==> src/rtl/inert_sensor_reader.sv <==
// inert_sensor_reader: SPI master that configures the inertial sensor and reads rate/accel bursts on INT
module inert_sensor_reader #(
    parameter bit FAST_SIM   = 1'b0,
    parameter int SCLK_DIV_W = 4
) (
    input  logic        clk,
    input  logic        rst_n,
    output logic        SS_n,
    output logic        SCLK,
    output logic        MOSI,
    input  logic        MISO,
    input  logic        INT,
    output logic        vld,
    output logic [15:0] roll_rt,
    output logic [15:0] yaw_rt,
    output logic [15:0] AY,
    output logic [15:0] AZ
);

    typedef enum logic [3:0] {
        RST_WAIT, CFG0, CFG1, CFG2, CFG3, IDLE,
        RD0, RD1, RD2, RD3, RD4, RD5, RD6, RD7, UPDATE
    } state_t;

    localparam logic [SCLK_DIV_W-1:0] HALF    = {1'b1, {(SCLK_DIV_W-1){1'b0}}};
    localparam logic [SCLK_DIV_W-1:0] RISE_AT = HALF - 1'b1;

    state_t state, nxt;
    logic [15:0] pwr_cnt;
    logic        pwr_done;
    logic [2:0]  int_ff;
    logic [1:0]  miso_ff;
    logic        int_rise;
    logic        start;
    logic [15:0] cmd;
    logic [SCLK_DIV_W-1:0] div;
    logic        busy, fin, done;
    logic [4:0]  rises;
    logic [15:0] tx;
    logic [7:0]  rx;
    logic        rise_now, fall_now;
    logic [7:0]  hold [0:7];

    assign pwr_done = FAST_SIM ? &pwr_cnt[8:0] : &pwr_cnt;
    assign int_rise = int_ff[1] & ~int_ff[2];
    assign rise_now = busy && (div == RISE_AT);
    assign fall_now = busy && (&div);
    assign SCLK     = div[SCLK_DIV_W-1];
    assign MOSI     = tx[15];

    // Synchronise INT (third stage for edge detect) and MISO
    always_ff @(posedge clk or negedge rst_n)
        if (!rst_n) begin
            int_ff  <= '0;
            miso_ff <= '0;
        end else begin
            int_ff  <= {int_ff[1:0], INT};
            miso_ff <= {miso_ff[0], MISO};
        end

    // State register and power-up wait counter
    always_ff @(posedge clk or negedge rst_n)
        if (!rst_n) begin
            state   <= RST_WAIT;
            pwr_cnt <= '0;
        end else begin
            state   <= nxt;
            pwr_cnt <= (state == RST_WAIT) ? pwr_cnt + 16'd1 : '0;
        end

    // Sequencing: each transaction state launches its successor's frame on done
    always_comb begin
        nxt   = state;
        start = 1'b0;
        unique case (state)
            RST_WAIT: if (pwr_done) begin nxt = CFG0; start = 1'b1; end
            CFG0, CFG1, CFG2, RD0, RD1, RD2, RD3, RD4, RD5, RD6:
                if (done) begin nxt = state_t'(state + 4'd1); start = 1'b1; end
            CFG3:     if (done) nxt = IDLE;
            IDLE:     if (int_rise) begin nxt = RD0; start = 1'b1; end
            RD7:      if (done) nxt = UPDATE;
            UPDATE:   nxt = IDLE;
            default:  nxt = RST_WAIT;
        endcase
    end

    // Command word for the frame being launched
    always_comb begin
        cmd = 16'hFFFF;
        case (nxt)
            CFG0: cmd = 16'h0D02;
            CFG1: cmd = 16'h1053;
            CFG2: cmd = 16'h1150;
            CFG3: cmd = 16'h1460;
            RD0:  cmd = 16'hA400;
            RD1:  cmd = 16'hA500;
            RD2:  cmd = 16'hA600;
            RD3:  cmd = 16'hA700;
            RD4:  cmd = 16'hAA00;
            RD5:  cmd = 16'hAB00;
            RD6:  cmd = 16'hAC00;
            RD7:  cmd = 16'hAD00;
            default: cmd = 16'hFFFF;
        endcase
    end

    // SPI mode-3 frame engine: SCLK is the div MSB, idling high with div parked at HALF
    always_ff @(posedge clk or negedge rst_n)
        if (!rst_n) begin
            busy  <= 1'b0;
            SS_n  <= 1'b1;
            div   <= HALF;
            rises <= '0;
            tx    <= '1;
            rx    <= '0;
            fin   <= 1'b0;
            done  <= 1'b0;
        end else begin
            done <= fin;
            fin  <= 1'b0;
            if (start) begin
                busy  <= 1'b1;
                SS_n  <= 1'b0;
                div   <= HALF;
                rises <= '0;
                tx    <= cmd;
            end else if (busy) begin
                if (fall_now && rises == 5'd16) begin
                    busy <= 1'b0;
                    SS_n <= 1'b1;
                    div  <= HALF;
                    tx   <= '1;
                    fin  <= 1'b1;
                end else begin
                    div <= div + 1'b1;
                    if (rise_now) begin
                        rx    <= {rx[6:0], miso_ff[1]};
                        rises <= rises + 5'd1;
                    end
                    if (fall_now && rises != 5'd0) tx <= {tx[14:0], 1'b0};
                end
            end
        end

    // Holding bytes: 0/1 roll L/H, 2/3 yaw L/H, 4/5 AY L/H, 6/7 AZ L/H
    always_ff @(posedge clk or negedge rst_n)
        if (!rst_n) begin
            for (int i = 0; i < 8; i++) hold[i] <= '0;
        end else if (done && state >= RD0 && state <= RD7) begin
            hold[3'(state - RD0)] <= rx;
        end

    // Publish all words together on the cycle after the last read; AZ_H bypasses its holding byte
    always_ff @(posedge clk or negedge rst_n)
        if (!rst_n) begin
            vld     <= 1'b0;
            roll_rt <= '0;
            yaw_rt  <= '0;
            AY      <= '0;
            AZ      <= '0;
        end else begin
            vld <= (state == RD7) && done;
            if (state == RD7 && done) begin
                roll_rt <= {hold[1], hold[0]};
                yaw_rt  <= {hold[3], hold[2]};
                AY      <= {hold[5], hold[4]};
                AZ      <= {rx, hold[6]};
            end
        end

endmodule
==> config.mk <==
export PLATFORM = sky130hd
export DESIGN_NAME = inert_sensor_reader
export DESIGN_NICKNAME = d
export VERILOG_FILES = /design/src/rtl/inert_sensor_reader.sv
export SDC_FILE = /design/constraint.sdc
export NUM_CORES = 1
export LEC_CHECK = 0
export ABC_CLOCK_PERIOD_IN_PS = 3000
export BUFFER_PORTS_ARGS = -buffer_cell sky130_fd_sc_hd__buf_2
export CAP_MARGIN = 10
export CORE_ASPECT_RATIO = 0.5
export CORE_MARGIN = 4
export CORE_UTILIZATION = 50
export CTS_CLUSTER_DIAMETER = 200
export CTS_CLUSTER_SIZE = 10
export DETAILED_ROUTE_END_ITERATION = 8
export PLACE_DENSITY = 0.8
export SLEW_MARGIN = 20
export SYNTH_ARGS = -nofsm -noshare
export SYNTH_HDL_FRONTEND = slang
export SYNTH_SLANG_ARGS = --single-unit
==> constraint.sdc <==
create_clock -name clk -period 3 [get_ports clk]
set_clock_uncertainty 0.05 [all_clocks]
set_input_delay 0.6 -clock clk [delete_from_list [all_inputs] [get_ports clk]]
set_output_delay 0.6 -clock clk [all_outputs]
set_load 0.1 [all_outputs]
==> results of run 1 <==
logic make-up after synthesis:
kind of cell	Yosys count	share of synthesized area, %
simple gates	122	8.14
flops	183	59.5
mux	134	19.5
buf+inv	44	2.46
compound gates	60	6.20
fa+ha+maj	11	1.78
xor+xnor	21	2.38
sequential cells by signal (all words and copies together) (netlist names):
| register | count |
|---|---|
| hold | 56 |
| AY | 16 |
| AZ | 16 |
| pwr_cnt | 16 |
| roll_rt | 16 |
| tx | 16 |
| yaw_rt | 16 |
| rx | 8 |
| rises | 5 |
| div | 4 |
| state | 4 |
| int_ff | 3 |
| miso_ff | 2 |
| SS_n | 1 |
| busy | 1 |
| done | 1 |
| fin | 1 |
| vld | 1 |
area by class of cell:
| class | instances | share of cell area, % |
|---|---|---|
| flip-flops and latches | 183 | 51.1 |
| multi-input cells | 348 | 33.0 |
| repair buffers | 86 | 5.54 |
| clock buffers | 17 | 4.72 |
| well taps | 198 | 2.75 |
| clock inverters | 15 | 2.14 |
| inverters | 16 | 0.722 |
worst min path at each step:
stage                    start    endpoint  slack [ns]  depth (start not counted)
CTS                      rst_n      AZ[12]        0.10                          1
detailed placement  miso_ff[0]  miso_ff[1]        0.29                          0
floorplan                rst_n       AY[0]        0.25                          0
finish                   rst_n      AZ[12]        0.09                          1
global route             rst_n      AZ[12]        0.12                          1
global placement           fin        done        0.29                          0
placed cells by master (no fill, tap or decap), drive strengths merged, types with 2 or more instances in the layout:
cell type,n
nand2,24
and3,7
dfrtp,165
mux2,131
nor3,7
o21ai,13
nor2,43
and2,2
a31oi,7
clkbuf,17
inv,23
nor2b,3
clkinv,8
o221a,10
xor2,14
o22ai,8
o211ai,2
dfstp,18
a21oi,6
xnor2,7
nand4,8
mux2i,3
ha,11
nand3,16
and4,3
o221ai,2
buf,86
nand2b,6
worst max-delay path, cell delays in order, from the launching register on:
cell and delay (ns):
dfrtp_2 0.43, inv_1 0.15, ha_1 0.29, nor3_4 0.25, o221ai_2 0.18, a311oi_2 0.32, o21ai_4 0.20, and3_1 0.24
o41ai_4 0.36, o221a_1 0.23
layer usage:
metal | track usage (%) | part of all wire [%]
met3 | 4.30 | 4.2
met1 | 25.0 | 44
met4 | 5.84 | 1.3
met5 | 0 | 0.083
met2 | 31.9 | 50
stage by stage:
stage          hold WS, ns  power (mW)  setup slack, ns
6_report            0.0862        4.83            0.233
5_1_grt              0.121        4.98           0.0353
4_1_cts              0.100        4.86           0.0670
3_5_place_dp         0.290        2.58            0.110
3_3_place_gp         0.289        2.57            0.302
2_1_floorplan        0.254        2.52            0.309
what timing repair did:
action / CTS / global route
setup buffers: 0 / 0
endpoints found under the setup margin: 0 / 18
gates resized for setup: 0 / 5
power by group:
group	internal, mW	total, mW	leakage (nW)	switching [mW]
Combinational	0.00697	0.0538	1.85	0.0469
Sequential	2.47	2.47	2.46	0.000851
Clock	1.15	2.30	0.301	1.15
==> flow_summary.json, run 1 <==
{
  "die_area_um2": 17600,
  "design_area_um2": 9010,
  "hpwl_um": 10200,
  "leakagePower_nw": 4.62,
  "synth_top_area_cell": "dfrtp_1",
  "final_net_count": 667,
  "vias": 4798,
  "gp_congestion": 0.854,
  "maxSlewViolCount": 0,
  "die_h_um": 95.9,
  "core-area_um2": 14800,
  "grt_pass1_wl_um": 26300,
  "maxCapViolCount": 0,
  "min_path_type": "in2async",
  "syn_area_per_cell_um2": 13.4,
  "layout-drive-gt1-share_pct": 44.4,
  "antenna_found_initial": 1,
  "cts_buffers": 17,
  "tightest_slew_ns": 0.587,
  "overflow": 0,
  "portBuffers": 71,
  "cts_root_buf": "clkbuf_16",
  "synth_edf_count": 0,
  "cts_buffer_depth": 2,
  "wl_per_cell_um": 18.2,
  "grt_usage_pct": 18.9,
  "dpl.cell_count": 831,
  "synth_most_common_cell": "dfrtp_1",
  "synth-async-reset-ratio_pct": 100,
  "finalWorstPathRequiredPeriod_ns": 2.77,
  "r2r_start": "state[0]",
  "start_util_pct": 52.3,
  "clock_latency_ns": 0.43,
  "tns_ns": 0,
  "dr.pass1.iters": 5,
  "fp.dieW_um": 184,
  "first_iter_violations": 354,
  "status": "finished, final reports clean",
  "clock_sinks": 183,
  "regArea_um2": 4600,
  "fin_cells": 863,
  "multiInputGateArea_um2": 2970,
  "relSlewSlack_pct": 60.9,
  "fmax_mhz": 361,
  "grt_max_degree": 70,
  "ant_nets": 0,
  "endpoint": "tx[12]",
  "yosys_warnings": 0,
  "hold_violations": 0,
  "ys_ff_latch": 183,
  "ys_types": 57,
  "synth_top_flop_cell": "dfrtp_1",
  "seq_area_frac_synth_pct": 59.5,
  "end_kind": "register",
  "reg2reg_to": "tx[12]",
  "row_count": 31,
  "ys_top_cells_by_count": "165 x dfrtp_1, 130 x mux2_2, 42 x nor2_1",
  "worst_ep_arrival_time_ns": 3.09,
  "reg2reg_slack_ns": 0.23,
  "clk_pin_slew_ns": 0.08,
  "final_core_util_pct": 61.0,
  "synth.top_cells.by_area": "dfrtp_1 53%, mux2_2 19%, dfstp_2 6.1%",
  "syn_to_final_growth_pct": 16.5,
  "rr_worst_depth": 9,
  "grt_pass1_vias": 4991,
  "ir_drop_v": 0.000352,
  "antenna_cells": 0,
  "syn_nets": 590,
  "cp-start-kind": "register",
  "rsz0062_at_grt": "no",
  "vias_per_cell": 5.56,
  "fill_cells": 1077,
  "htree_num_levels": 4,
  "crit_type": "reg2reg",
  "synthCells": 575,
  "syn_area_um2": 7730,
  "cp-startpoint": "state[0]",
  "top_level_ports": 72,
  "yosysTopAreaCellShare_pct": 53.4,
  "wl_um": 15700,
  "drc": 0,
  "postCtsHoldBufs": 0,
  "cp.required_ns": 3.32,
  "worst-path-max-fanout": 15,
  "fin_crit_sh_pct": 92.2,
  "power_density_nw_per_um2": 536,
  "dpl_cell_area_um2": 8370,
  "setup_viol": 0,
  "cts_tree": "done"
}
Note: power is estimated with default switching activity, not from simulation.
==> run 2, diff against run 1 <==
--- a/config.mk
+++ b/config.mk
@@ -5,9 +5,7 @@
 export SDC_FILE = /design/constraint.sdc
 export NUM_CORES = 1
 export LEC_CHECK = 0
-export ABC_CLOCK_PERIOD_IN_PS = 3000
 export BUFFER_PORTS_ARGS = -buffer_cell sky130_fd_sc_hd__buf_2
-export CAP_MARGIN = 10
 export CORE_ASPECT_RATIO = 0.5
 export CORE_MARGIN = 4
 export CORE_UTILIZATION = 50
@@ -15,6 +13,7 @@
 export CTS_CLUSTER_SIZE = 10
 export DETAILED_ROUTE_END_ITERATION = 8
 export PLACE_DENSITY = 0.8
+export RECOVER_POWER = 50
 export SLEW_MARGIN = 20
 export SYNTH_ARGS = -nofsm -noshare
 export SYNTH_HDL_FRONTEND = slang
==> run 2 against run 1 <==
The run now ends with capacitance limit, slew limit left. Combinational power shrank 8.0%. Via count rose by 0.10%. Non-clock buffer count unchanged. Clock power about the same. Register-to-register slack barely moved. Utilization decreased by 0.36 points. Routed wire length decreased by 0.40%. Critical path depth did not move. Global-route usage did not move. Largest cell class unchanged.
==> flow_summary.json, run 2 (synthesis gave the netlist of run 1 again) <==
{
  "ir_drop_v": 0.000352,
  "setup_viol": 0,
  "min_path_type": "in2reg",
  "violations": "capacitance limit, slew limit",
  "finalWorstPathRequiredPeriod_ns": 2.76,
  "grt_usage_pct": 18.9,
  "postCtsSetupBuffers": 0,
  "layout-drive-gt1-share_pct": 41.7,
  "tightest_slew_ns": 1.50,
  "grt_max_degree": 70,
  "r2r_start": "state[0]",
  "core-area_um2": 14800,
  "first_iter_violations": 385,
  "final_net_count": 667,
  "portBuffers": 71,
  "fill_cells": 1097,
  "cp.required_ns": 3.32,
  "grt_pass1_vias": 4991,
  "holdCritStartpoint": "INT",
  "clock_sinks": 183,
  "die_h_um": 95.9,
  "vias_per_cell": 5.57,
  "final_core_util_pct": 60.6,
  "rsz0062_at_grt": "no",
  "cp-start-kind": "register",
  "comb_power_share_pct": 1.0,
  "power.internal_mw": 3.62,
  "gp_congestion": 0.854,
  "ant_nets": 0,
  "vias": 4803,
  "hpwl_um": 10200,
  "hold_violations": 0,
  "cts_buffer_depth": 2,
  "maxSlewViolCount": 63,
  "dr.pass1.iters": 5,
  "wl_per_cell_um": 18.1,
  "cts_buffers": 17,
  "worst_ep_arrival_time_ns": 3.08,
  "htree_num_levels": 4,
  "cts_tree": "done",
  "antenna_found_initial": 1,
  "clk_pin_slew_ns": 0.08,
  "largest_reg_flops": 56,
  "grt_pass1_wl_um": 26300,
  "drc": 0,
  "dpl_cell_area_um2": 8370,
  "maxCapViolCount": 1,
  "seqPwrFrac_pct": 51.3,
  "top_level_ports": 72,
  "final_cell_mix": "164 x dfrtp_1, 130 x mux2_2, 54 x buf_2, 42 x nor2_1, 23 x nand2_1",
  "clock_latency_ns": 0.43,
  "status": "finished with violations",
  "antenna_cells": 0,
  "p_switching_mw": 1.19,
  "wl_um": 15600,
  "syn_to_final_growth_pct": 15.8,
  "leakagePower_nw": 4.53,
  "regMostFlops": "hold",
  "netSwitchingFraction_pct": 24.8,
  "cts_root_buf": "clkbuf_16",
  "p_clk_share_pct": 47.7,
  "end_kind": "register",
  "crit_type": "reg2reg",
  "power_density_nw_per_um2": 538,
  "cp-startpoint": "state[0]",
  "start_util_pct": 52.3,
  "cts_resized": 0,
  "row_count": 31,
  "design_area_um2": 8950,
  "tns_ns": 0,
  "postCtsHoldBufs": 0,
  "overflow": 0,
  "worst-path-max-fanout": 15,
  "die_area_um2": 17600,
  "layout_commonest_cell": "dfrtp_1",
  "fmax_mhz": 362,
  "fp.dieW_um": 184,
  "fin_crit_sh_pct": 92.1,
  "relSlewSlack_pct": -0.0670
}
-- run 2: layout make-up --
cell class	count	area, um^2	area share (%)
multi-input cells	348	2970	33.2
clock inverters	15	193	2.15
inverters	16	65.1	0.727
clock buffers	17	425	4.75
well taps	198	248	2.77
repair buffers	86	452	5.04
flip-flops and latches	183	4600	51.4
-- run 2: path summary, 6_finish.rpt --
path	to	slack, ns	cells after the start
worst max-delay path	tx[12]	0.24	9
worst min-delay path	int_ff[0]	0.22	1
worst max register to register	tx[12]	0.24	9
worst min register to register	done	0.30	0
max in group asynchronous	hold[41]	0.70	2
min in group asynchronous	AZ[12]	0.48	1
-- run 2: metrics by stage --
step / worst slack [ns] / hold WS (ns) / power [mW] / cells
2_1_floorplan: 0.309 / 0.254 / 2.52 / 575
6_report: 0.237 / 0.215 / 4.81 / 863
3_3_place_gp: 0.302 / 0.289 / 2.57 / 831
4_1_cts: 0.0670 / 0.100 / 4.86 / 863
3_5_place_dp: 0.110 / 0.290 / 2.58 / 831
5_1_grt: 0.0353 / 0.206 / 4.97 / 863
-- run 2: layer usage --
metal  wire (um)  up-vias  GRT usage (%)
met5          13        -              0
met4         202        2           5.84
met3         617       21           4.30
met2        7850       97           31.9
met1        6930     2485           25.0
li1            -     2198              -
-- run 2: power by group through the flow --
stage               Combinational [mW]  Sequential [mW]  Clock (mW)
floorplan                     0.000815             2.52           0
global placement                0.0568             2.52           0
detailed placement              0.0579             2.52           0
CTS                             0.0579             2.47        2.33
global route                    0.0608             2.47        2.44
finish                          0.0495             2.47        2.29
-- run 2: worst max-delay path, cell delays in order, from the launching register on --
cell and delay [ns]:
dfrtp_2 0.43, inv_1 0.16, ha_1 0.30, nor3_4 0.25, o221ai_2 0.18, a311oi_2 0.32
o21ai_4 0.19, and3_1 0.24, o41ai_4 0.36, o221a_1 0.23
